## src/rtl/regfile_wb_ctrl.sv

```systemverilog
// Writeback controller for the integer register file.
// Arbitrates ALU/LSU results, stages the write, tracks busy regs, forwards.
`ifndef DATA_WIDTH
`define DATA_WIDTH 32
`endif

module regfile_wb_ctrl #(
    parameter int DATA_WIDTH = `DATA_WIDTH,
    parameter int STARVE_MAX = 4
) (
    input  logic                  clk_i,
    input  logic                  rst_n_i,
    input  logic                  alu_valid_i,
    input  logic [4:0]            alu_rd_i,
    input  logic [DATA_WIDTH-1:0] alu_data_i,
    output logic                  alu_ready_o,
    input  logic                  lsu_valid_i,
    input  logic [4:0]            lsu_rd_i,
    input  logic [DATA_WIDTH-1:0] lsu_data_i,
    output logic                  lsu_ready_o,
    input  logic                  issue_valid_i,
    input  logic [4:0]            issue_rd_i,
    output logic [31:0]           busy_o,
    output logic [4:0]            w_addr_o,
    output logic [DATA_WIDTH-1:0] dout_o,
    input  logic [4:0]            r1_addr_i,
    input  logic [4:0]            r2_addr_i,
    output logic                  fwd1_hit_o,
    output logic [DATA_WIDTH-1:0] fwd1_data_o,
    output logic                  fwd2_hit_o,
    output logic [DATA_WIDTH-1:0] fwd2_data_o
);

    localparam int CW = $clog2(STARVE_MAX + 1);

    logic [CW-1:0]         starve_cnt;
    logic                  starved;
    logic                  alu_win;
    logic                  lsu_win;
    logic                  accept;
    logic [4:0]            win_rd;
    logic [DATA_WIDTH-1:0] win_data;
    logic [31:0]           set_mask;
    logic [31:0]           clr_mask;

    // Pick one winner: LSU by default, ALU once it has lost too often
    always_comb begin
        starved  = (starve_cnt == CW'(STARVE_MAX));
        alu_win  = alu_valid_i & (~lsu_valid_i | starved);
        lsu_win  = lsu_valid_i & ~alu_win;
        accept   = alu_win | lsu_win;
        win_rd   = alu_win ? alu_rd_i : lsu_rd_i;
        win_data = alu_win ? alu_data_i : lsu_data_i;
    end

    assign alu_ready_o = alu_win;
    assign lsu_ready_o = lsu_win;

    // Count consecutive ALU losses against a valid LSU result
    always_ff @(posedge clk_i or negedge rst_n_i) begin
        if (!rst_n_i) begin
            starve_cnt <= '0;
        end else if (!alu_valid_i || alu_win) begin
            starve_cnt <= '0;
        end else if (lsu_win && !starved) begin
            starve_cnt <= starve_cnt + 1'b1;
        end
    end

    // Stage the winner for one cycle; idle cycles present address 0
    always_ff @(posedge clk_i or negedge rst_n_i) begin
        if (!rst_n_i) begin
            w_addr_o <= '0;
            dout_o   <= '0;
        end else if (accept) begin
            w_addr_o <= win_rd;
            dout_o   <= win_data;
        end else begin
            w_addr_o <= '0;
        end
    end

    // Issue sets and the committing write clears; x0 never counts
    always_comb begin
        set_mask = '0;
        clr_mask = '0;
        if (issue_valid_i && issue_rd_i != 5'd0) begin
            set_mask = 32'd1 << issue_rd_i;
        end
        if (w_addr_o != 5'd0) begin
            clr_mask = 32'd1 << w_addr_o;
        end
    end

    // Busy scoreboard; a set on the clearing edge keeps the bit high
    always_ff @(posedge clk_i or negedge rst_n_i) begin
        if (!rst_n_i) begin
            busy_o <= '0;
        end else begin
            busy_o <= ((busy_o & ~clr_mask) | set_mask) & ~32'd1;
        end
    end

    // Forward the staged write to both read ports
    always_comb begin
        fwd1_hit_o  = (r1_addr_i != 5'd0) && (r1_addr_i == w_addr_o);
        fwd2_hit_o  = (r2_addr_i != 5'd0) && (r2_addr_i == w_addr_o);
        fwd1_data_o = dout_o;
        fwd2_data_o = dout_o;
    end

endmodule

```

## config.mk

```make
export PLATFORM = sky130hd
export DESIGN_NAME = regfile_wb_ctrl
export DESIGN_NICKNAME = d
export VERILOG_FILES = /design/src/rtl/regfile_wb_ctrl.sv
export SDC_FILE = /design/constraint.sdc
export NUM_CORES = 1
export LEC_CHECK = 0
export CORE_MARGIN = 2
export CORE_UTILIZATION = 37
export CTS_CLUSTER_DIAMETER = 40
export CTS_CLUSTER_SIZE = 28
export DETAILED_ROUTE_END_ITERATION = 7
export PLACE_DENSITY = 0.81
export SLEW_MARGIN = 15
export SYNTH_ARGS = -nofsm -noshare
export SYNTH_HDL_FRONTEND = slang
export SYNTH_SLANG_ARGS = --single-unit
```

## constraint.sdc

```tcl
create_clock -name clk_i -period 1.8 [get_ports clk_i]
set_clock_uncertainty 0.05 [all_clocks]
set_input_delay 0.18 -clock clk_i [delete_from_list [all_inputs] [get_ports clk_i]]
set_output_delay 0.18 -clock clk_i [all_outputs]
set_load 0.05 [all_outputs]
```

==> results of run 1 <==
worst min path at each step:
stage / depth (start not counted) / startpoint / slack (ns) / endpoint
floorplan: 0 / rst_n_i / -0.17 / busy_o[10]
global route: 2 / rst_n_i / 0.30 / busy_o[13]
CTS: 2 / rst_n_i / 0.29 / busy_o[29]
global placement: 1 / rst_n_i / 0.11 / busy_o[21]
finish: 2 / rst_n_i / 0.28 / busy_o[29]
detailed placement: 1 / rst_n_i / 0.12 / busy_o[29]
timing repair:
| item | 4_1_cts | 5_1_grt |
|---|---|---|
| gates resized for setup | 69 | 31 |
| buffers inserted | 10 | 11 |
| hold endpoints to repair | 34 | 0 |
| hold buffers | 1 | 0 |
| pin swaps | 2 | 8 |
| endpoints found under the setup margin | 64 | 20 |
| gates cloned | 2 | 0 |
cells in the final DEF (no fill, tap or decap), drive strengths merged, types with 2 or more instances in the layout:
cell,synthesis,layout
nand3,5,5
nand4,3,3
a21oi,2,2
ha,2,2
xnor2,8,8
or2,5,5
clkdlybuf4s50,0,111
nor2,5,5
a221o,32,32
nand2b,5,5
o21ai,61,61
clkinv,0,3
inv,9,9
bufbuf,0,2
bufinv,0,2
o31ai,2,2
nand2,11,11
buf,77,79
mux2i,5,5
nand3b,5,5
dfrtp,71,71
clkbuf,3,9
and2,32,32
or3b,3,3
nor2b,2,2
dlygate4sd2,0,55
or3,2,2
dlymetal6s2s,0,17
stage by stage:
step	total power, mW	hold slack (ns)	setup slack [ns]	std cells
2_1_floorplan	4.196	-0.1656	0.008195	356
3_3_place_gp	5.202	0.1131	-0.05437	650
3_5_place_dp	5.254	0.1162	-0.1180	650
4_1_cts	6.625	0.2883	0.0002476	678
5_1_grt	6.884	0.3045	-0.02521	689
6_report	6.641	0.2759	0.04826	689
logic make-up after synthesis:
| group | count (synthesis) | share of synthesized area (%) |
|---|---|---|
| AO/OA/AOI/OAI | 101 | 18.79 |
| buffers and inverters | 89 | 17.01 |
| AND/OR/NAND/NOR | 79 | 12.47 |
| flip-flops | 71 | 47.73 |
| XOR/XNOR | 8 | 1.882 |
| multiplexers | 5 | 1.345 |
| adder cells (fa/ha/maj) | 2 | 0.6722 |
| other | 1 | 0.1007 |
sequential cells by signal, summed over array words and instances (netlist names):
signal / cells
dout_o: 32
busy_o: 31
starve_cnt: 3
w_addr_o: 5
routing by layer:
layer | share of wire, % | track usage (%)
met5 | 0 | 0
met4 | 1.6 | 7.529
met3 | 8.2 | 7.393
met2 | 54 | 41.64
met1 | 37 | 24.50
power breakdown:
part	internal [mW]	total [mW]	switching [mW]
Clock	0.770	1.39	0.623
Sequential	1.88	2.09	0.209
Combinational	1.07	3.16	2.09
Total	3.72	6.64	2.92
final cells by class:
cell class / count / area, um2 / share of cell area [%]
clock buffers: 9 / 123.9 / 1.982
clock inverters: 6 / 86.33 / 1.382
inverters: 9 / 33.78 / 0.5406
multi-input cells: 196 / 1456 / 23.31
flip-flops and latches: 71 / 1783 / 28.53
well taps: 133 / 166.4 / 2.663
repair buffers: 265 / 2599 / 41.59
==> summary.md, run 1 <==
| Metric | Value |
|---|---|
| Ranking of synthesized cells by area | dfrtp_1, buf_4, a221o_1, o21ai_1, and2_1 |
| Endpoints failing hold | 0 |
| Cell with the most instances after synthesis | dfrtp_1 |
| Vias per Instance | 5.074 |
| Core ar. | 9774 um2 |
| CP startpoint | busy_o[19] |
| Pleak | 2.898 nW |
| PD cells | 1063 nW/um2 |
| Setup TNS | 0 ns |
| Total global routing overflow | 0 |
| R2R Setup Slk | 0.12 ns |
| Maximum vdd drop | 0.5558 mV |
| RSZ-0062 raised after global routing | yes |
| EDFF count, synth | 0 |
| Clock latency on the worst-skew pair | 0.34 ns |
| Post-route cell area | 6248 um2 |
| Placer congestion estimate | 0.8287 |
| Number of diodes | 0 |
| I/O Buffers | 229 |
| Dpl hpwl | 9.128 mm |
| FMAX | 570.9 MHz |
| Via Count | 3496 |
| Reg-to-Reg End | dout_o[28] |
| Outcome | complete, no violations |
| Starting density of the core | 38.08% |
| Critical Path AT | 1.52 ns |
| Total CTS buffers | 9 |
| Max-cap violations | 0 |
| Top cell family by delay on the critical path | buffers and inverters |
| WP data required | 1.57 ns |
| CTS tree | done |
| Longest Clk Path Bufs | 2 |
| Cell Chain, Critical Path | clkdlybuf4s50_1 |
| Largest net degree at the start of global routing | 38 |
| Fillers | 810 |
| Post-synthesis cell area | 3722 um2 |
| H-tree levels | 3 |
| Synth Flop Type | dfrtp_1 |
| Worst path depth | 1 |
| Crit. End Element | output pin |
| Total die area | 10880 um2 |
| FF-to-FF path depth | 8 |
| Post-synthesis cell count | 356 |
| Syn_area_per_cell | 10.46 um2 |
| Wirelength per Cell | 18.61 um |
| Crit-path max FO | 2 |
| CP bufs+invs | 1 |
| Final setup fails | 0 |
| Area share of the largest cell type after synthesis | 47.73% |
| Final Cycle Share | 97.32% |
| Seq/Total Area, Yosys | 47.73% |
| Min cycle time layout | 1.752 ns |
| Launch point of the worst reg-to-reg path | starve_cnt[0] |
| Synthesized flop and latch total | 71 |
| Final core utilization | 63.93% |
| Post-synth top area cell | dfrtp_1 |
| Type of origin of the critical path | register |
| Drt first pass iters | 4 |
| Slew headroom | 31.67% |
| Crit-path slowest cell | clkdlybuf4s50_1 |
| Least-Margin Pin Slew | 1.024 ns |
| Clock sink total | 71 |
| First-pass GRT wire length | 19.46 mm |
| CP Capture Point | busy_o[19] |
| Syn Nets | 452 |
| CTS Root Cell | clkbuf_8 |
| Initial antenna violation count | 0 |
| # DRC | 0 |
| Rows | 36 |
| Post-DRT Antenna Nets | 0 |
| Placed cell areas | 5687 um2 |
| Die width | 104.3 um |
| Worst hold-check path type | in2async |
| Vias in the first global route | 3719 |
| Routed wire length | 12.83 mm |
| Nets | 648 |
| Worst path max stage delay | 0.81 ns |
| Layout cell share with drive strength beyond 1 | 21.76% |
| DIE HEIGHT | 104.3 um |
| Slew Viols, Final | 0 |
| Async S/R FF share, synth | 100.0% |
| 1st-iter DRT viols | 151 |
| Total track usage | 22.73% |
| Synth top cells by count | dfrtp_1, buf_4, o21ai_1, a221o_1, and2_1 |
| Distinct cell type count after synthesis | 34 |
| Ys Warns | 0 |
| Io pins | 231 |
| Critical path type | reg2out |
| Clk slew on worst S/H paths | 0.08 ns |
| Layout area overhead | 67.87% |
No activity file was read; power rests on OpenSTA's default activity.
==> run 2, diff against run 1 <==
--- a/config.mk
+++ b/config.mk
@@ -5,6 +5,7 @@
 export SDC_FILE = /design/constraint.sdc
 export NUM_CORES = 1
 export LEC_CHECK = 0
+export ABC_AREA = 0
 export CORE_MARGIN = 2
 export CORE_UTILIZATION = 37
 export CTS_CLUSTER_DIAMETER = 40
==> results of run 2 <==
Same layout as run 1: the final DEF is identical, and so are final timing and power.
